$ cat src/rtl/spi_master_param_if.sv
// Bus between the local controller, the SPI master and the slaves.
// The bus carries the request, the latched-mode inputs, the serial lines and the status.
interface spi_master_param_if #(
    parameter int DATA_W = 8,
    parameter int NUM_CS = 1
);
    localparam int CS_W = (NUM_CS > 1) ? $clog2(NUM_CS) : 1;

    logic              ENABLE;
    logic              CKP;
    logic              CPH;
    logic [CS_W-1:0]   CS_SEL;
    logic [DATA_W-1:0] DATAINPUT;
    logic              MISO;
    logic              MOSI;
    logic              SCK;
    logic [NUM_CS-1:0] CS;
    logic              BUSY;
    logic              DONE;
    logic [DATA_W-1:0] DATAOUT;

    modport master (
        input  ENABLE, CKP, CPH, CS_SEL, DATAINPUT, MISO,
        output MOSI, SCK, CS, BUSY, DONE, DATAOUT
    );

    modport slave (
        output ENABLE, CKP, CPH, CS_SEL, DATAINPUT, MISO,
        input  MOSI, SCK, CS, BUSY, DONE, DATAOUT
    );
endinterface

$ cat src/rtl/spi_master_param.sv
// Parametrised full-duplex SPI master with the four CKP/CPH modes, DIV-cycle SCK half-periods,
// NUM_CS active-low selects, a BUSY/DONE handshake and capture of the received word.
//
// state   | meaning
// S_IDLE  | CS all high, SCK follows CKP, waiting for ENABLE with a valid CS_SEL
// S_SETUP | CS low, waiting DIV cycles before the first SCK edge
// S_XFER  | generating SCK edges 2..2*DATA_W, shifting MOSI out and MISO in
// S_HOLD  | SCK at rest, CS and MOSI held DIV cycles, then DONE
module spi_master_param #(
    parameter int DATA_W    = 8,
    parameter int DIV       = 2,
    parameter int NUM_CS    = 1,
    parameter bit LSB_FIRST = 1'b0
) (
    input  logic                CLK,
    input  logic                RESET,
    spi_master_param_if.master  bus
);
    localparam int CS_W   = (NUM_CS > 1) ? $clog2(NUM_CS) : 1;
    localparam int DIV_W  = (DIV > 1) ? $clog2(DIV) : 1;
    localparam int EDGE_W = $clog2(2 * DATA_W + 1);
    localparam logic [DIV_W-1:0]  DIV_RELOAD = DIV_W'(DIV - 1);
    localparam logic [EDGE_W-1:0] EDGES_ALL  = EDGE_W'(2 * DATA_W);
    localparam logic [EDGE_W-1:0] EDGE_LAST  = EDGE_W'(1);
    localparam logic [CS_W:0]     NUM_CS_L   = (CS_W + 1)'(NUM_CS);

    typedef enum logic [1:0] {S_IDLE, S_SETUP, S_XFER, S_HOLD} state_e;

    state_e            state_q, state_d;
    logic [DIV_W-1:0]  div_cnt_q, div_cnt_d;
    logic [EDGE_W-1:0] edges_left_q, edges_left_d;
    logic [DATA_W-1:0] tx_q, tx_d;
    logic [DATA_W-1:0] rx_q, rx_d;
    logic [DATA_W-1:0] dout_q, dout_d;
    logic              ckp_q, ckp_d;
    logic              cph_q, cph_d;
    logic [CS_W-1:0]   sel_q, sel_d;
    logic              mosi_q, mosi_d;
    logic              sck_q, sck_d;
    logic              busy_q, busy_d;
    logic              done_q, done_d;
    logic [NUM_CS-1:0] cs_q, cs_d;
    logic              tick;
    logic              leading;
    logic              sel_ok;

    function automatic logic out_bit(input logic [DATA_W-1:0] w);
        return LSB_FIRST ? w[0] : w[DATA_W-1];
    endfunction

    function automatic logic [DATA_W-1:0] shift_out(input logic [DATA_W-1:0] w);
        return LSB_FIRST ? (w >> 1) : (w << 1);
    endfunction

    assign sel_ok  = ({1'b0, bus.CS_SEL} < NUM_CS_L);
    assign tick    = (div_cnt_q == '0);
    // 2*DATA_W is even, so an even count of remaining edges means the next edge is a leading one.
    assign leading = ~edges_left_q[0];

    always_comb begin
        state_d      = state_q;
        div_cnt_d    = div_cnt_q;
        edges_left_d = edges_left_q;
        tx_d         = tx_q;
        rx_d         = rx_q;
        dout_d       = dout_q;
        ckp_d        = ckp_q;
        cph_d        = cph_q;
        sel_d        = sel_q;
        mosi_d       = mosi_q;
        sck_d        = sck_q;
        busy_d       = busy_q;
        done_d       = 1'b0;
        cs_d         = cs_q;

        if (state_q != S_IDLE) begin
            div_cnt_d = tick ? DIV_RELOAD : div_cnt_q - 1'b1;
            cs_d      = ~(NUM_CS'(1) << sel_q);
        end

        case (state_q)
            S_IDLE: begin
                sck_d = bus.CKP;
                if (bus.ENABLE && sel_ok) begin
                    state_d      = S_SETUP;
                    ckp_d        = bus.CKP;
                    cph_d        = bus.CPH;
                    sel_d        = bus.CS_SEL;
                    busy_d       = 1'b1;
                    cs_d         = ~(NUM_CS'(1) << bus.CS_SEL);
                    div_cnt_d    = DIV_RELOAD;
                    edges_left_d = EDGES_ALL;
                    rx_d         = '0;
                    if (!bus.CPH) begin
                        mosi_d = out_bit(bus.DATAINPUT);
                        tx_d   = shift_out(bus.DATAINPUT);
                    end else begin
                        mosi_d = 1'b0;
                        tx_d   = bus.DATAINPUT;
                    end
                end
            end
            S_SETUP, S_XFER: begin
                if (tick) begin
                    state_d      = (edges_left_q == EDGE_LAST) ? S_HOLD : S_XFER;
                    sck_d        = ~sck_q;
                    edges_left_d = edges_left_q - 1'b1;
                    if (leading != cph_q) begin
                        rx_d = LSB_FIRST ? {bus.MISO, rx_q[DATA_W-1:1]}
                                         : {rx_q[DATA_W-2:0], bus.MISO};
                    end else if (cph_q || (edges_left_q != EDGE_LAST)) begin
                        mosi_d = out_bit(tx_q);
                        tx_d   = shift_out(tx_q);
                    end
                end
            end
            S_HOLD: begin
                sck_d = ckp_q;
                if (tick) begin
                    state_d = S_IDLE;
                    cs_d    = '1;
                    mosi_d  = 1'b0;
                    busy_d  = 1'b0;
                    done_d  = 1'b1;
                    dout_d  = rx_q;
                end
            end
            default: state_d = S_IDLE;
        endcase
    end

    always_ff @(posedge CLK) begin
        if (!RESET) begin
            state_q      <= S_IDLE;
            div_cnt_q    <= '0;
            edges_left_q <= '0;
            tx_q         <= '0;
            rx_q         <= '0;
            dout_q       <= '0;
            ckp_q        <= 1'b0;
            cph_q        <= 1'b0;
            sel_q        <= '0;
            mosi_q       <= 1'b0;
            sck_q        <= 1'b0;
            busy_q       <= 1'b0;
            done_q       <= 1'b0;
            cs_q         <= '1;
        end else begin
            state_q      <= state_d;
            div_cnt_q    <= div_cnt_d;
            edges_left_q <= edges_left_d;
            tx_q         <= tx_d;
            rx_q         <= rx_d;
            dout_q       <= dout_d;
            ckp_q        <= ckp_d;
            cph_q        <= cph_d;
            sel_q        <= sel_d;
            mosi_q       <= mosi_d;
            sck_q        <= sck_d;
            busy_q       <= busy_d;
            done_q       <= done_d;
            cs_q         <= cs_d;
        end
    end

    assign bus.MOSI    = mosi_q;
    assign bus.SCK     = sck_q;
    assign bus.CS      = cs_q;
    assign bus.BUSY    = busy_q;
    assign bus.DONE    = done_q;
    assign bus.DATAOUT = dout_q;
endmodule

$ cat src/flat_wrapper.sv
// flat-port wrapper written by rule: the top's interface ports become plain ports
module spi_master_param_flat 
#(
    parameter int DATA_W    = 8,
    parameter int DIV       = 2,
    parameter int NUM_CS    = 1,
    parameter bit LSB_FIRST = 1'b0
)
  (CLK, RESET, bus_ENABLE, bus_CKP, bus_CPH, bus_CS_SEL, bus_DATAINPUT, bus_MISO, bus_MOSI, bus_SCK, bus_CS, bus_BUSY, bus_DONE, bus_DATAOUT);
  spi_master_param_if #(.DATA_W(DATA_W), .NUM_CS(NUM_CS)) bus_i ();
  input  logic CLK;
  input  logic RESET;
  input wire logic [$bits(bus_i.ENABLE)-1:0] bus_ENABLE;
  input wire logic [$bits(bus_i.CKP)-1:0] bus_CKP;
  input wire logic [$bits(bus_i.CPH)-1:0] bus_CPH;
  input wire logic [$bits(bus_i.CS_SEL)-1:0] bus_CS_SEL;
  input wire logic [$bits(bus_i.DATAINPUT)-1:0] bus_DATAINPUT;
  input wire logic [$bits(bus_i.MISO)-1:0] bus_MISO;
  output wire logic [$bits(bus_i.MOSI)-1:0] bus_MOSI;
  output wire logic [$bits(bus_i.SCK)-1:0] bus_SCK;
  output wire logic [$bits(bus_i.CS)-1:0] bus_CS;
  output wire logic [$bits(bus_i.BUSY)-1:0] bus_BUSY;
  output wire logic [$bits(bus_i.DONE)-1:0] bus_DONE;
  output wire logic [$bits(bus_i.DATAOUT)-1:0] bus_DATAOUT;
  assign bus_i.ENABLE = bus_ENABLE;
  assign bus_i.CKP = bus_CKP;
  assign bus_i.CPH = bus_CPH;
  assign bus_i.CS_SEL = bus_CS_SEL;
  assign bus_i.DATAINPUT = bus_DATAINPUT;
  assign bus_i.MISO = bus_MISO;
  assign bus_MOSI = bus_i.MOSI;
  assign bus_SCK = bus_i.SCK;
  assign bus_CS = bus_i.CS;
  assign bus_BUSY = bus_i.BUSY;
  assign bus_DONE = bus_i.DONE;
  assign bus_DATAOUT = bus_i.DATAOUT;
  spi_master_param #(.DATA_W(DATA_W), .DIV(DIV), .NUM_CS(NUM_CS), .LSB_FIRST(LSB_FIRST)) u_core (.CLK(CLK), .RESET(RESET), .bus(bus_i));
endmodule
$ cat config.mk
export PLATFORM = sky130hd
export DESIGN_NAME = spi_master_param_flat
export DESIGN_NICKNAME = d
export VERILOG_FILES = /design/src/rtl/spi_master_param_if.sv /design/src/rtl/spi_master_param.sv /design/src/flat_wrapper.sv
export SDC_FILE = /design/constraint.sdc
export NUM_CORES = 1
export LEC_CHECK = 0
export CAP_MARGIN = 20
export CORE_UTILIZATION = 47
export CTS_CLUSTER_SIZE = 14
export DETAILED_ROUTE_END_ITERATION = 16
export GPL_TIMING_DRIVEN = 1
export PLACE_DENSITY = 0.76
export SYNTH_ARGS = -nofsm -noshare
export SYNTH_HDL_FRONTEND = slang
export SYNTH_SLANG_ARGS = --single-unit
$ cat constraint.sdc
create_clock -name CLK -period 1.7 [get_ports CLK]
set_clock_uncertainty 0.05 [all_clocks]
set_input_delay 0.34 -clock CLK [delete_from_list [all_inputs] [get_ports CLK]]
set_output_delay 0.34 -clock CLK [all_outputs]
set_load 0.005 [all_outputs]
Word-level counts from Yosys, hierarchy flattened:

Cells that the tools add are included.

* bitwise logic cells: 5
* equal/unequal tests: 12
* reduce and logical (&&, ||, !) cells: 16
* magnitude comparators: 1
* shift-type cells: 2
* $add $sub $neg: 2
* multiplexer cells: 38

Operators with widths (number)
* $mux W8: 8
* $pmux W8 S2: 2
* $mux W1: 17
* $mux W5: 2
* $pmux W5 S2: 1
* $reduce_and A5 Y1: 2
* $reduce_and A3 Y1: 3
* $mux W2: 3
* $ne A2 B1 Y1 const B: 3
* $ne A2 B2 Y1 const B: 3
* $pmux W1 S3: 2
* $pmux W2 S3: 1
* $reduce_and A2 Y1: 3
* $reduce_bool A2 Y1: 3
* $eq A5 B1 Y1 const B: 1
* $ne A5 B1 Y1 const B: 1
* $not A1 Y1: 5
* $sub A5 B1 Y5 const B: 1
* $eq A2 B2 Y1 const B: 2
* $pmux W1 S2: 2
* $reduce_and A4 Y1: 1
* $eq A2 B1 Y1 const B: 1
* $logic_not A2 Y1: 1
* $reduce_or A2 Y1: 1
* 6 further kinds: 7

* register bits after elaboration: 40
* output and inout bits: 13
* input port bits: 15
* logic and storage cells: 90

Longest topological paths before layout:

Gate-level depths: netlist of the first run.

* word-level depth: 6
* mapped depth: 8
* depth with buffers taken out: 6

Least setup slack after synthesis of the first run:

No wires, ideal clock.

* path type: reg-to-reg
* start point: reg u_core.state_q[1]
* end point: reg u_core.edges_left_q[3]
* slack: -0.038 ns
* arrival time: 1.616 ns
* setup time: 0.072 ns
* clock period less this slack: 1.738 ns
* cell stages (with the launch flop): 8
* path buffers: 1
* required time: 1.578 ns
* cells stage by stage: dfxtp_1 inv_1 ha_1 and2_1 a211o_1 buf_6 nor4_4 mux2i_1

* longest elaborated chain between the ends: 4
* elaborated cells between the ends (all ways): 9
* classes of those cells: 4 x eq/ne; 1 x mux; 4 x reduce/logical

RTL lines
* from (decl): RTL line spi_master_param.sv:29 `state_e state_q, state_d;`
* from (signal assigned): RTL line spi_master_param.sv:149 `state_q <= state_d;`
* $eq A2 B1 Y1 / $eq A2 B2 Y1 (equally long branches): RTL line spi_master_param.sv:81 `case (state_q)`
* $reduce_or A2 Y1: RTL line spi_master_param.sv:81
* $ne A2 B2 Y1 (no source line) / $reduce_bool A2 Y1 (equally long branches)
* $reduce_and A3 Y1 (no source line)
* to (signal assigned): RTL line spi_master_param.sv:151 `edges_left_q <= edges_left_d;`
* to (decl): RTL line spi_master_param.sv:31 `logic [EDGE_W-1:0] edges_left_q, edges_left_d;`

Parallel ways exist; a longest one is shown, timed or not.
A chain may end at the register's enable or synchronous reset.

Final worst setup path of the first run:

* start point: reg u_core.state_q[0]
* end point: reg u_core.edges_left_q[3]

The elaborated chain is that of the path after synthesis.

==> summary.md, run 1 <==
| Metric | Value |
|---|---|
| Most common cell after layout, fill and taps aside | `nand2_1` |
| Pin count of the biggest net entering global routing | `25` |
| YS warnings | `0` |
| Ys flop type | `dfxtp_1` |
| Final core utilization | `about two thirds` |
| Most Crowded Layer GR | `met2` |
| Detailed Route WL | `roughly 4600 microns` |
| Initial cell density of the core | `49.4%` |
| IO buf count | `27` |
| Vias per cell | `about 5.5` |
| Period Utilization, post-route | `98.5%` |
| Synthesized area | `between 2000 and 2500 sq um` |
| CP Data Arrival Time | `around 1900 ps` |
| Area Overhead vs Synth | `35.1%` |
| CP peak stage delay | `approximately 340 ps` |
| Maximum VDD drop | `roughly 0.0013 V` |
| Most frequent cells in the layout | `nand2_1, dfxtp_1, buf_4` |
| CP endpoint kind | `flop` |
| Syn_area_per_cell | `8.49 sq um` |
| Top cell type by total area after synthesis | `dfxtp_1` |
| Chip width | `67.3 microns` |
| Min Tclk post-route | `about 1700 ps` |
| Final Wtd Congestion | `roughly 0.8` |
| Number of H-tree levels | `2` |
| Critical path class | `flop to flop` |
| Worst Hold Class | `flop to flop` |
| PwrDens | `1810 nW/um^2` |
| Distinct cells, synth | `44` |
| Max Clk Rate | `roughly 0.6 GHz` |
| Post-synth EDFFs | `0` |
| Clock Path Buffers | `2` |
| CP Data Required Time | `between 1500 and 2000 ps` |
| Slew Viols, Final | `0` |
| Max Cap Viol | `0` |
| Post-route insts no fill | `about 340` |
| Gr usage total | `between 20% and 30%` |
| Yosys reg bits | `40` |
| Worst slew pin tran | `between 300 and 400 ps` |
| TNS Setup | `0 ps` |
| Sequential cell area | `slightly above 800 sq um` |
| Critical Path Fanout Max | `11` |
| RSZ-0062 raised after global routing | `yes` |
| Iter 0 DRT Violations | `130` |
| Routed len/inst | `13.4 microns` |
| Share of cells above drive strength 1 | `21.5%` |
| DR pass1 iterations | `4` |
| Top cell type's share of synthesized area | `approximately 40%` |
| Number of clock sinks | `40` |
| TritonCTS clock tree | `yes` |
| Number of global-route vias before repair | `~1700` |
| Status | `complete, no violations` |
| Async set-reset flop share out of synthesis | `0%` |
| Ant. Diodes | `0` |
| Post-layout nets | `307` |
| Initial antenna violation count | `0` |
| CTS Buf Count | `5` |
| Worst-skew pair later-pin latency | `300 ps` |
| Leakage | `between 0.001 and 0.0015 uW` |
| Register area share after synthesis | `40.0%` |
| Crit-path cells | `inv_2, ha_4, and2_4, a211o_1, buf_12, nor4_4, mux2i_1` |
| Footprint of the multi-input gates | `between 1000 and 1500 sq um` |
| Crit start category | `flop` |
| Endpoints failing setup | `0` |
| Total number of vias | `~1900` |
| Die span in y | `slightly below 70 microns` |
| Synth top area cells | `dfxtp_1, nand2_1, mux2i_1, o21ai_0, a21boi_0` |
| Full die area | `roughly 4500 sq um` |
| I/O pin count | `28` |
| First-pass GRT wire length | `roughly 7300 microns` |
| Final Hold Violating Endpoints | `0` |
| Number of fillers in the final layout | `around 350` |
| ANT nets after route | `0` |
| # placed instances | `around 330` |
| Clock root buffer | `clkbuf_8` |
| Met2 usage | `35.4%` |
| Grt met3 use | `approximately 4.7%` |
| M1 GR Usage | `a little over a quarter` |
| Syn Nets | `roughly 260` |
| DP Wirelength | `between 3000 and 4000 microns` |
| GR Overflow Total | `0` |
| CTS clk-pin slew, worst paths | `80 ps` |
| Slew Limit Headroom | `between 70 and 80%` |
| Slowest-stage cell, CP | `dfxtp_2` |
| Syn Inst Count | `roughly 240` |
| Core ar. | `4060 sq um` |
| Remaining DRCs | `0` |
| Row count | `23` |
==> critical path: cells and delay by family (launching register included) <==
family,cells,cell delay (ps)
AOI/OAI and AO/OA,1,270
adders and majority gates,1,250
buffers and inverters,2,200
muxes,1,200
DFF,1,340
and+or+nand+nor,2,280
==> cell families after synthesis <==
logic type	Yosys count	share of synthesized area (%)
muxes	13	6.50
AOI/OAI and AO/OA	74	24.3
buffers and inverters	23	5.12
and+or+nand+nor	82	21.6
adders and majority gates	4	2.50
DFF	40	40.0
==> report_power, final <==
part           total (uW)  internal, uW  switching (uW)
clock                 791           442             349
combinational        2810          1380            1430
sequential           1310          1160             156
total                4910          2980            1930
==> through the flow <==
| step | setup WS, ps | total power, uW | area, sq um | hold slack (ps) |
|---|---|---|---|---|
| detailed placement | -217 | 3850 | 2520 | 405 |
| floorplan | 3.27 | 2840 | 2000 | 391 |
| global route | -66.4 | 5270 | 2710 | 427 |
| global placement | -167 | 3770 | 2520 | 391 |
| finish | 26.2 | 4910 | 2710 | 410 |
| CTS | 0.950 | 4720 | 2650 | 409 |
==> routing by layer <==
metal / vias to the layer above / part of all wire (%)
li1: 934 / -
met1: 887 / 43
met2: 46 / 50
met3: 7 / 5.0
met4: 0 / 1.4
met5: - / 0
==> final timing paths <==
kind | slack [ps] | cells past startpoint | end | startpoint
max | 30 | 7 | u_core.edges_left_q[3]$_SDFFE_PN0P_ | u_core.state_q[0]$_SDFFE_PN0P_
min | 410 | 2 | u_core.bus.MOSI$_SDFFE_PN0P_ | u_core.bus.MOSI$_SDFFE_PN0P_
max reg2reg | 30 | 7 | u_core.edges_left_q[3]$_SDFFE_PN0P_ | u_core.state_q[0]$_SDFFE_PN0P_
min reg2reg | 410 | 2 | u_core.bus.MOSI$_SDFFE_PN0P_ | u_core.bus.MOSI$_SDFFE_PN0P_
==> flip-flops by register name, summed over array words and instances, names as in the netlist <==
signal / flops
u_core.state_q: 2
u_core.bus.DATAOUT: 8
u_core.tx_q: 8
u_core.edges_left_q: 5
u_core.cph_q: 1
u_core.bus.CS: 1
u_core.bus.DONE: 1
u_core.rx_q: 8
u_core.sel_q: 1
u_core.div_cnt_q: 1
u_core.bus.MOSI: 1
u_core.ckp_q: 1
u_core.bus.BUSY: 1
u_core.bus.SCK: 1
==> area by class of cell <==
| class | instances | share of cell area (%) |
|---|---|---|
| sequential | 40 | 29.7 |
| multi-input combinational | 173 | 42.8 |
| inverter | 9 | 1.25 |
| timing repair buffer | 59 | 19.6 |
| clock inverter | 3 | 1.76 |
| tap | 50 | 2.31 |
| clock buffer | 5 | 2.54 |
==> Yosys cell counts, drive strengths merged, types with 2 or more instances <==
library cell  count
o22ai            10
nand3             7
o21ai            22
ha                4
a31oi             2
nand2            44
inv               9
nor2              4
clkbuf            8
and2              2
o21a              3
a21boi           17
o211ai            3
o31a              2
nor2b             7
a22oi             2
nand2b            5
buf               6
dfxtp            40
a21oi             6
or3               2
mux2i            13
nor3              2
==> what timing repair did <==
item | 4_1_cts | 5_1_grt
setup endpoints to repair | 20 | 22
cloned | 0 | 0
resized for setup | 3 | 17
hold buffers | 0 | 0
endpoints found under the hold margin | 0 | 0
buffers inserted | 0 | 1
pin swaps | 0 | 7
Power figures use the tool's default switching activity.
==> run 2, diff against run 1 <==
- GPL_ROUTABILITY_DRIVEN: unset -> 0
==> results of run 2 <==
No change in the layout: final DEF, timing and power equal those of run 1.
==> run 3, diff against run 2 <==
- CORE_ASPECT_RATIO: unset -> 0.6
==> run 3 against run 2 <==
Compared with the run above: the run now ends with negative setup slack left; count of clock-buffer cells in the layout up 1; critical path depth is the same; total power up 11%; setup slack got worse by 38 ps; non-clock buffer count is 3 higher; sequential power hardly changed; combinational power up 20%; hold slack better by 1.5 ps; flip-flop and latch count is the same; die area is 0.19% higher; clock power shrank 3.2%; final cell count rose by 2.9%; critical endpoint unchanged.
==> summary.md, run 3 (synthesized netlist as in run 1, its figures left out) <==
| Metric | Value |
|---|---|
| Status | `complete, but fails checks (was complete, no violations)` |
| Failing checks | `negative setup slack` |
| TNS Setup | `-19.1 ps (was 0 ps)` |
| Dpl cell area | `2500 sq um (was 2520 sq um)` |
| Number of clock sinks | `40 (unchanged)` |
| Design area | `2830 sq um (was 2710 sq um)` |
| Period Utilization, post-route | `101% (was 98.5%)` |
| Leakage | `0.00109 uW (was 0.00104 uW)` |
| # placed instances | `332 (was 331)` |
| Ant. Diodes | `0 (unchanged)` |
| Gr usage total | `22.7% (was 21.5%)` |
| CTS Buf Count | `5 (unchanged)` |
| Worst-skew pair later-pin latency | `300 ps (about the same)` |
| IO buf count | `27 (unchanged)` |
| Hold Path Origin | `u_core.bus.MOSI$_SDFFE_PN0P_ (unchanged)` |
| Critical path class | `flop to flop (unchanged)` |
| Core ar. | `3870 sq um (was 4060 sq um)` |
| Number of H-tree levels | `2 (unchanged)` |
| Most common cell after layout, fill and taps aside | `nand2_1 (unchanged)` |
| Clock root buffer | `clkbuf_8 (unchanged)` |
| Most frequent cells in the layout | `nand2_1, dfxtp_1, clkdlybuf4s50_1, buf_4, o21ai_0 (was nand2_1, dfxtp_1, buf_4)` |
| Post-route insts no fill | `349 (was 339)` |
| Reg-to-Reg Start | `u_core.state_q[0]$_SDFFE_PN0P_ (unchanged)` |
| CP Data Arrival Time | `1890 ps (was 1850 ps)` |
| Critical path origin | `u_core.state_q[0]$_SDFFE_PN0P_ (unchanged)` |
| I/O pin count | `28 (unchanged)` |
| Post-layout nets | `310 (was 307)` |
| Pin count of the biggest net entering global routing | `41 (was 25)` |
| Worst Hold Class | `flop to flop (unchanged)` |
| Chip width | `86.3 microns (was 67.3 microns)` |
| Hold Buf Count CTS | `0 (unchanged)` |
| Final core utilization | `73.0% (was 66.7%)` |
| Area Overhead vs Synth | `41.0% (was 35.1%)` |
| Number of global-route vias before repair | `1605 (was 1685)` |
| ANT nets after route | `0 (unchanged)` |
| Initial antenna violation count | `0 (unchanged)` |
| Initial cell density of the core | `51.7% (was 49.4%)` |
| Endpoints failing setup | `3 (was 0)` |
| Full die area | `4540 sq um (was 4530 sq um)` |
| CP endpoint kind | `flop (unchanged)` |
| Slew Viols, Final | `0 (unchanged)` |
| TritonCTS clock tree | `yes (unchanged)` |
| Remaining DRCs | `0 (unchanged)` |
| Iter 0 DRT Violations | `129 (was 130)` |
| Number of fillers in the final layout | `307 (was 347)` |
| Crit start category | `flop (unchanged)` |
| DP Worst Slack | `-231 ps (was -217 ps)` |
| PwrDens | `1930 nW/um^2 (was 1810 nW/um^2)` |
| Clock Path Buffers | `2 (unchanged)` |
| Share of cells above drive strength 1 | `23.3% (was 21.5%)` |
| Critical Path Fanout Max | `6 (was 11)` |
| Total number of vias | `1900 (was 1874)` |
| Maximum VDD drop | `0.00124 V (was 0.00133 V)` |
| Min Tclk post-route | `1710 ps (was 1670 ps)` |
| Detailed Route WL | `5160 microns (was 4560 microns)` |
| Slew Limit Headroom | `78.2% (was 74.3%)` |
| Row count | `17 (was 23)` |
| DR pass1 iterations | `5 (was 4)` |
| CTS clk-pin slew, worst paths | `80 ps (about the same)` |
| First-pass GRT wire length | `7710 microns (was 7310 microns)` |
| Final Hold Violating Endpoints | `0 (unchanged)` |
| Routed len/inst | `14.8 microns (was 13.4 microns)` |
| Worst slew pin tran | `324 ps (was 384 ps)` |
| Die span in y | `52.6 microns (was 67.3 microns)` |
| DP Wirelength | `3350 microns (was 3260 microns)` |
| CP Data Required Time | `1880 ps (about the same)` |
| Max Clk Rate | `0.584 GHz (was 0.597 GHz)` |
| GR Overflow Total | `0 (unchanged)` |
| Vias per cell | `5.44 (was 5.53)` |
| Max Cap Viol | `0 (unchanged)` |
| Fin worst setup slack | `-11.7 ps (was 26.2 ps)` |
| RSZ-0062 raised after global routing | `yes (unchanged)` |
==> run 3: through the flow <==
step                total power (uW)  hold slack [ps]
floorplan                       2840              391
finish                          5450              411
detailed placement              3770              398
CTS                             4640              412
global route                    5760              429
global placement                3700              392
==> run 3: final timing paths <==
path                                         end  slack, ps  cells past startpoint
max reg2reg  u_core.edges_left_q[3]$_SDFFE_PN0P_        -10                      7
min                 u_core.bus.MOSI$_SDFFE_PN0P_        410                      2
min reg2reg         u_core.bus.MOSI$_SDFFE_PN0P_        410                      2
max          u_core.edges_left_q[3]$_SDFFE_PN0P_        -10                      7
==> run 3: layout make-up <==
type                       count  area [sq um]  share of cell area (%)
sequential                    40           805                    28.5
clock buffer                   6          72.6                    2.57
inverter                       9          33.8                    1.20
tap                           57          71.3                    2.52
clock inverter                 2          35.0                    1.24
multi-input combinational    173          1180                    41.7
timing repair buffer          62           631                    22.3
==> run 3: worst max-delay path: stages (launching register included) <==
cell     delay (ps)
dfxtp_2         340
inv_2            50
ha_4            270
and2_4          160
a211o_4         310
buf_12          150
nor4_4          140
mux2i_1         190
==> run 3: metal layers <==
metal	routed length (microns)	global-route usage [%]
met4	79	9.17
met5	0	0
met1	2700	33.1
met2	2020	31.7
met3	356	5.35
==> run 3: timing repair <==
action / in CTS / in global routing
pin swaps: 0 / 11
resized for setup: 6 / 24
gates cloned: 0 / 3
buffers inserted: 0 / 6
endpoints found under the setup margin: 20 / 21
==> run 3: where the power goes <==
part	internal (uW)	switching [uW]	total, uW
Clock	436	331	766
Sequential	1160	168	1320
Combinational	1740	1620	3360
Total	3330	2120	5450
